**config.mk**
```make
export PLATFORM = sky130hd
export DESIGN_NAME = mem_port_arbiter
export DESIGN_NICKNAME = d
export VERILOG_FILES = /design/src/rtl/mem_port_arbiter.sv
export SDC_FILE = /design/constraint.sdc
export NUM_CORES = 1
export LEC_CHECK = 0
export CAP_MARGIN = 15
export CORE_UTILIZATION = 29
export CTS_BUF_LIST = sky130_fd_sc_hd__clkbuf_4
export DETAILED_ROUTE_END_ITERATION = 6
export PLACE_DENSITY = 0.59
export RECOVER_POWER = 25
export SETUP_SLACK_MARGIN = 0.05
export SLEW_MARGIN = 20
export SYNTH_ARGS = -nofsm -noshare
export SYNTH_HDL_FRONTEND = slang
export SYNTH_SLANG_ARGS = --single-unit
```
**constraint.sdc**
```tcl
create_clock -name clk -period 2.7 [get_ports clk]
set_input_delay 0.675 -clock clk [delete_from_list [all_inputs] [get_ports clk]]
set_output_delay 0.675 -clock clk [all_outputs]
set_load 0.02 [all_outputs]
```
**src/rtl/mem_port_arbiter.sv**
```systemverilog
// Shares one byte-wide memory port between instruction fetch and the LSU.
// Latency: request sampled in IDLE, N byte cycles (N=1/2/4), ack one cycle later.
// Backpressure: requesters hold req until ack; requests are ignored while busy.
module mem_port_arbiter #(
  parameter int ARB_MODE = 0
) (
  input  logic        clk,
  input  logic        rst,
  input  logic        fetch_req,
  input  logic [31:0] fetch_addr,
  output logic        fetch_ack,
  output logic [31:0] fetch_rdata,
  input  logic        lsu_req,
  input  logic        lsu_we,
  input  logic [2:0]  lsu_funct3,
  input  logic [31:0] lsu_addr,
  input  logic [31:0] lsu_wdata,
  output logic        lsu_ack,
  output logic [31:0] lsu_rdata,
  output logic        lsu_err,
  output logic [31:0] mem_addr,
  output logic        mem_we,
  output logic [7:0]  mem_wdata,
  input  logic [7:0]  mem_rdata,
  output logic        busy
);

  typedef enum logic [1:0] {IDLE, XFER, ACK} state_t;

  state_t      state;
  logic        grant_lsu;   // requester currently being served (1 = LSU)
  logic        last_lsu;    // requester served last (1 = LSU), used for round-robin
  logic [31:0] base;
  logic [31:0] wdata_q;
  logic [2:0]  f3_q;        // fetch is latched as an unsigned word access
  logic        we_q;
  logic [1:0]  cnt;
  logic [31:0] buf_q;
  logic        mem_we_q;

  logic        pick_lsu;
  logic [1:0]  last_idx;
  logic [1:0]  nxt;
  logic [31:0] asm_word;
  logic [31:0] ext;
  logic [7:0]  next_byte;

  // Arbitration: LSU fixed priority or round-robin on a tie.
  always_comb begin
    pick_lsu = lsu_req;
    if (lsu_req && fetch_req) begin
      pick_lsu = (ARB_MODE == 0) ? 1'b1 : ~last_lsu;
    end
  end

  // Byte bookkeeping: last byte index, next store byte, word assembled with the current read byte.
  always_comb begin
    case (f3_q[1:0])
      2'b00:   last_idx = 2'd0;
      2'b01:   last_idx = 2'd1;
      default: last_idx = 2'd3;
    endcase
    nxt = cnt + 2'd1;
    next_byte = wdata_q[{nxt, 3'b000} +: 8];
    asm_word = buf_q;
    asm_word[{cnt, 3'b000} +: 8] = mem_rdata;
  end

  // Sign or zero extension of sub-word loads.
  always_comb begin
    case (f3_q[1:0])
      2'b00:   ext = {{24{~f3_q[2] & asm_word[7]}}, asm_word[7:0]};
      2'b01:   ext = {{16{~f3_q[2] & asm_word[15]}}, asm_word[15:0]};
      default: ext = asm_word;
    endcase
  end

  // Reset aborts a store immediately, so the byte in flight is not written.
  assign mem_we = mem_we_q & ~rst;
  assign busy   = (state != IDLE);

  // Main FSM with registered memory-side and requester-side outputs.
  always_ff @(posedge clk) begin
    if (rst) begin
      state       <= IDLE;
      grant_lsu   <= 1'b0;
      last_lsu    <= 1'b0;
      base        <= '0;
      wdata_q     <= '0;
      f3_q        <= '0;
      we_q        <= 1'b0;
      cnt         <= '0;
      buf_q       <= '0;
      mem_we_q    <= 1'b0;
      mem_addr    <= '0;
      mem_wdata   <= '0;
      fetch_ack   <= 1'b0;
      fetch_rdata <= '0;
      lsu_ack     <= 1'b0;
      lsu_rdata   <= '0;
      lsu_err     <= 1'b0;
    end else begin
      case (state)
        IDLE: begin
          if (fetch_req || lsu_req) begin
            grant_lsu <= pick_lsu;
            cnt       <= '0;
            buf_q     <= '0;
            if (pick_lsu) begin
              base    <= lsu_addr;
              we_q    <= lsu_we;
              f3_q    <= lsu_funct3;
              wdata_q <= lsu_wdata;
              if (lsu_funct3[1:0] == 2'b11) begin
                // Reserved width: answer with an error and never touch memory.
                state     <= ACK;
                lsu_ack   <= 1'b1;
                lsu_err   <= 1'b1;
                lsu_rdata <= '0;
              end else begin
                state     <= XFER;
                mem_addr  <= lsu_addr;
                mem_we_q  <= lsu_we;
                mem_wdata <= lsu_we ? lsu_wdata[7:0] : 8'h00;
              end
            end else begin
              base      <= fetch_addr;
              we_q      <= 1'b0;
              f3_q      <= 3'b110;
              wdata_q   <= '0;
              state     <= XFER;
              mem_addr  <= fetch_addr;
              mem_we_q  <= 1'b0;
              mem_wdata <= 8'h00;
            end
          end
        end
        XFER: begin
          if (!we_q) begin
            buf_q <= asm_word;
          end
          if (cnt == last_idx) begin
            state     <= ACK;
            mem_addr  <= '0;
            mem_we_q  <= 1'b0;
            mem_wdata <= 8'h00;
            if (grant_lsu) begin
              lsu_ack   <= 1'b1;
              lsu_err   <= 1'b0;
              lsu_rdata <= we_q ? 32'h0 : ext;
            end else begin
              fetch_ack   <= 1'b1;
              fetch_rdata <= asm_word;
            end
          end else begin
            cnt       <= nxt;
            mem_addr  <= base + {30'b0, nxt};
            mem_wdata <= we_q ? next_byte : 8'h00;
          end
        end
        ACK: begin
          fetch_ack <= 1'b0;
          lsu_ack   <= 1'b0;
          lsu_err   <= 1'b0;
          last_lsu  <= grant_lsu;
          state     <= IDLE;
        end
        default: state <= IDLE;
      endcase
    end
  end

endmodule

```
==> results_dict.tcl, run 1 <==
set metrics [dict create \
    outcome "complete, no violations" \
    fp-row-count 67 \
    port_buffers 220 \
    crit_arrival_ps 1820 \
    htreeDepth 2 \
    grt_max_degree 165 \
    tns_ps 0 \
    synth_edf_count 0 \
    initial_utilization_pct 29.4 \
    cts_hold_buf 0 \
    finalNonFillerCells 1904 \
    placed_area_um2 12600 \
    synth_cell_type_count 57 \
    antenna_found_initial 2 \
    synth_top_area_cell "dfxtp_1" \
    synthArstFlopShare_pct 0 \
    worstSetupStartpoint "mem_we_q" \
    clk_path_buf_depth 3 \
    overflow 0 \
    synth-main-ff-cell "dfxtp_1" \
    die_area_um2 34800 \
    hold_path_class "input port to flop" \
    path_buf_inv 1 \
    clk_latency_ps 720 \
    cts_tree "done" \
    dpl.hpwl_mm 21.6 \
    reg2regPathDepth 8 \
    routedWlPerCell_um 16.6 \
    crit_chain "nor2b_1 -> clkdlybuf4s50_1" \
    drive_gt1_share_pct 11.1 \
    gp_congestion 0.848 \
    first_iter_violations 564 \
    slew_headroom_pct 26.3 \
    clk_pin_slew_ps 70 \
    synth_area_um2 9860 \
    cts.root.buffer_cell "clkbuf_4" \
    yosysMostFrequentCell "dfxtp_1" \
    internal_power_mw 7.72 \
    vias 9661 \
    tightest_slew_ps 1110 \
    rsz0062_at_grt "false" \
    power_leakage_nw 4.80 \
    routed_wl_mm 31.6 \
    worstSetupEndpointType "output pin" \
    cp_top_family "buffers and inverters" \
    layout.nets 1534 \
    cp-endpoint "mem_we" \
    vias_per_cell 5.07 \
    top_usage_layer "met2" \
    power.share.clock_pct 22.2 \
    io_pins 221 \
    syn2layout_area_growth_pct 35.1 \
    fp.coreArea_um2 33500 \
    synthCells 1195 \
    grt_use_met1_pct 23.3 \
    finalSetupViolations 0 \
    maxCapViolations 0 \
    hold_violations 0 \
    power_frac_comb_pct 43.5 \
    powerDensity_nw_per_um2 979 \
    route.detailed.drc 0 \
    fmax_mhz 401 \
    finClkSkew_ps 79.6 \
    max_stage_delay_ps 700 \
    postRouteAntennaNets 0 \
    post-place-ws_ps 72.6 \
    cp_num_cells 2 \
    critPathSlowestCell "clkdlybuf4s50_1" \
    timing.final.crit_period_ps 2490 \
    critPathRequiredTime_ps 2030 \
    slew_violations 0 \
    r2r_start "cnt[1]" \
    synth_area_leaders "dfxtp_1 43%, nor2_1 7.6%, a21oi_1 5.1%, a211oi_1 4.4%, o21ai_0 3.7%" \
    fill_cells 3456 \
    grtUsageTotal_pct 17.8 \
    hold_ws_ps 363 \
    synth_seq_cells 213 \
    use_met2_pct 28.8 \
    fin_ws_ps 206 \
    peakVddDrop_mv 0.493 \
    switching_power_mw 5.32 \
    r2r_setup_slack_ps 210 \
    syn_nets 1318 \
    grt_pass1_wl_mm 50.1 \
    clock-sinks 213 \
    cts_buffers 56 \
    sw_frac_of_total_pct 40.8 \
    ys_seq_area_share_pct 43.2 \
    grt_use_met3_pct 4.44 \
    synth_commonest_cells "213 x dfxtp_1, 200 x nor2_1, 101 x a21oi_1, 75 x nand2_1, 73 x o21ai_0" \
    worstPathMaxFanout 2 \
    worstSetupStartpointType "flop" \
    placedCellCount 1800 \
    ys_warn_count 0 \
    avgSynthCellArea_um2 8.25 \
    path_class "flop to output pin" \
    die_h_um 186 \
    die_x_um 186 \
    post-route-period-util_pct 92.4 \
    stdcell_area_um2 13300 \
    grt_pass1_vias 9222 \
    synth_top_area_share_pct 43.2 \
    r2r-end "mem_addr[20]" \
    first_pass_iters 5 \
    seqPwrFrac_pct 34.3 \
]
[registers in the layout, indices dropped and copies added, names as in the netlist, 2 cells and up]
register and count:
base 32, fetch_rdata 32, lsu_rdata 32, f3_q 3, buf_q 32, state 2
mem_wdata 8, cnt 2, wdata_q 32, mem_addr 32
[metal layers]
layer,wire length [µm],up-vias
met5,0,-
met4,543,0
met3,2240,49
met2,14500,332
met1,14300,4515
li1,-,4765
[worst register-to-register path, cell delays in order (launching register included)]
cell,delay (ps)
dfxtp_1,330
inv_1,80
ha_1,390
fa_1,330
nand3_1,170
or3_1,450
o31a_1,260
o21ai_0,230
a21oi_1,100
[cell type report]
cell class                      count  area (µm²)  area share [%]
Antenna cell                        2        5.00          0.0376
Clock buffer                       85         638            4.79
Clock inverter                     16        92.6           0.695
Inverter                           21        78.8           0.592
Multi-Input combinational cell    857        5100            38.3
Sequential cell                   213        4260            32.0
Tap cell                          448         561            4.21
Timing Repair Buffer              262        2580            19.4
[stage by stage]
stage               utilization [%]  power, mW
global placement               37.6       10.2
finish                         39.7       13.0
floorplan                         -       7.91
global route                   39.7       14.0
detailed placement             37.6       10.3
CTS                            39.8       13.2
[power groups by stage]
stage | Clock (mW) | Combinational, mW | Sequential [mW]
global placement | 0 | 5.68 | 4.52
CTS | 2.99 | 5.75 | 4.47
detailed placement | 0 | 5.73 | 4.53
global route | 3.15 | 6.24 | 4.58
floorplan | 0 | 3.01 | 4.91
finish | 2.89 | 5.67 | 4.48
[timing repair]
action / CTS / global route
hold endpoints to repair: 0 / 0
pin swaps: 0 / 1
gates cloned: 0 / 0
endpoints found under the setup margin: 1 / 40
resized for setup: 2 / 4
setup buffers: 0 / 1
[cells by family (layout without fill, tap and decap cells)]
| family | count (synthesis) | after routing | share of synthesized area, % |
|---|---|---|---|
| simple gates | 441 | 441 | 20.6 |
| compound gates | 341 | 341 | 22.1 |
| flops | 213 | 213 | 43.2 |
| buf+inv | 125 | 384 | 5.33 |
| mux | 42 | 42 | 5.33 |
| xor+xnor | 22 | 22 | 1.95 |
| fa+ha+maj | 11 | 11 | 1.47 |
| other cells | 0 | 2 | 0 |
[placed cells by master, fill, tap and decap left out, types with 16 or more instances in the layout]
cell type / n
o21ai_0: 73
a21oi_1: 101
nor2b_1: 21
nor3_1: 23
a31oi_1: 20
inv_1: 21
a32oi_1: 24
nand2_1: 75
dfxtp_1: 213
nor2_1: 199
a211oi_1: 58
a22o_1: 16
clkbuf_4: 85
nand3_1: 59
mux2i_1: 30
buf_4: 32
xnor2_1: 18
clkdlybuf4s50_1: 217
[worst min path at each step]
| stage | start | to | slack, ps | cells after the start |
|---|---|---|---|---|
| 5_1_grt | lsu_req | grant_lsu | 340 | 3 |
| 3_5_place_dp | wdata_q[0] | wdata_q[0] | 440 | 2 |
| 3_3_place_gp | wdata_q[11] | wdata_q[11] | 440 | 2 |
| 4_1_cts | lsu_req | grant_lsu | 320 | 3 |
| 2_1_floorplan | wdata_q[0] | wdata_q[0] | 430 | 2 |
| 6_report | lsu_req | grant_lsu | 360 | 3 |
No activity file was read; power rests on OpenSTA's default activity.
==> inputs of run 2 (changes only) <==
- CORE_UTILIZATION: 29 -> 30
- PLACE_DENSITY: 0.59 -> 0.6
==> results_dict.tcl, run 2 (same netlist as run 1, synthesis figures left out) <==
set metrics [dict create \
    die_x_um 183 \
    clk_path_buf_depth 3 \
    powerDensity_nw_per_um2 970 \
    cts_setup_buffers 0 \
    layout_common_cells "217 x clkdlybuf4s50_1, 213 x dfxtp_1, 199 x nor2_1" \
    outcome "complete, no violations" \
    grt_pass1_wl_mm 50.0 \
    antenna_found_initial 3 \
    final_util_pct 41.1 \
    r2r_setup_slack_ps 240 \
    layout.nets 1540 \
    power_frac_comb_pct 43.8 \
    final_common_cell "clkdlybuf4s50_1" \
    timing.final.crit_period_ps 2500 \
    grt_max_degree 165 \
    overflow 0 \
    grtUsageTotal_pct 18.5 \
    crit_arrival_ps 1820 \
    cts_buffers 57 \
    cts_tree "done" \
    worstSetupStartpointType "flop" \
    post-route-period-util_pct 92.5 \
    clk_latency_ps 680 \
    slew_violations 0 \
    clk_pin_slew_ps 70 \
    power_leakage_nw 4.83 \
    postRouteAntennaNets 0 \
    first_pass_iters 5 \
    slew_headroom_pct 34.0 \
    route.detailed.drc 0 \
    routed_wl_mm 31.4 \
    tightest_slew_ps 983 \
    die_area_um2 33600 \
    drive_gt1_share_pct 11.3 \
    gp_congestion 0.807 \
    critPathRequiredTime_ps 2030 \
    htreeDepth 2 \
    port_buffers 220 \
    initial_utilization_pct 30.4 \
    peakVddDrop_mv 0.466 \
    fp-row-count 66 \
    reg2regPathDepth 8 \
    vias 9647 \
    hold_violations 0 \
    io_pins 221 \
    finClkSkew_ps 41.1 \
    dpl.hpwl_mm 21.8 \
    tns_ps 0 \
    clock-sinks 213 \
    cts_hold_buf 0 \
    routedWlPerCell_um 16.5 \
    grt_pass1_vias 9303 \
    hold_path_class "input port to flop" \
    worstSetupEndpointType "output pin" \
    worstPathMaxFanout 2 \
    fmax_mhz 401 \
    switching_power_mw 5.32 \
    internal_power_mw 7.64 \
    vias_per_cell 5.07 \
    sw_frac_of_total_pct 41.0 \
    cts.root.buffer_cell "clkbuf_4" \
    maxCapViolations 0 \
    first_iter_violations 540 \
    die_h_um 183 \
    fp.coreArea_um2 32500 \
    rsz0062_at_grt "true" \
    syn2layout_area_growth_pct 35.3 \
    hold_path_depth 3 \
    finalSetupViolations 0 \
    post_cts_resized 2 \
    path_class "flop to output pin" \
    seqPwrFrac_pct 34.7 \
    total_power_mw 13.0 \
    power.share.clock_pct 21.5 \
]
==> run 2: cell count changes in the layout (fill, tap and decap cells not counted), sizes merged <==
| cell | delta |
|---|---|
| buf | +3 |
| bufinv | -1 |
| clkbuf | +1 |
| clkinv | +1 |
| diode | +1 |
| inv | +1 |
==> run 2: worst paths after layout <==
check / startpoint / endpoint
max: mem_we_q / mem_we
min: lsu_req / grant_lsu
max reg2reg: cnt[1] / lsu_rdata[9]
min reg2reg: wdata_q[5] / wdata_q[5]
==> run 2: worst max-delay path, cell delays in order, from the launching register on <==
cell and delay, ps:
dfxtp_1 320, nor2b_1 160, clkdlybuf4s50_1 680
==> run 2: power groups by stage <==
stage	clock network, mW	logic, mW	registers, mW
floorplan	0	3.01	4.91
global placement	0	5.68	4.53
detailed placement	0	5.75	4.55
CTS	2.88	5.77	4.49
global route	3.05	6.22	4.60
finish	2.79	5.67	4.50
==> run 2: per-layer routing <==
metal / up-vias / global-route usage, % / wire (µm)
met5: - / 0 / 0
met4: 0 / 5.43 / 511
met3: 44 / 4.65 / 2330
met2: 323 / 30.3 / 15000
met1: 4498 / 23.9 / 13600
li1: 4782 / - / -
==> run 2: per-stage QoR <==
stage / cell area [µm²] / hold WS [ps] / setup WS, ps / instances
after floorplan: 9870 / 429 / 93.7 / 1195
after global placement: 12700 / 436 / 75.9 / 1800
after detailed placement: 12700 / 444 / 57.4 / 1800
after CTS: 13400 / 322 / 70.7 / 1901
after global routing: 13300 / 347 / 41.3 / 1903
final: 13300 / 380 / 204 / 1904
==> run 2: final cells by class <==
class	count	area, µm²
Fill cell	3285	19100
Clock inverter	17	73.8
Clock buffer	84	631
Sequential cell	213	4260
Tap cell	442	553
Multi-Input combinational cell	857	5090
Inverter	21	78.8
Antenna cell	3	7.51
Timing Repair Buffer	267	2650
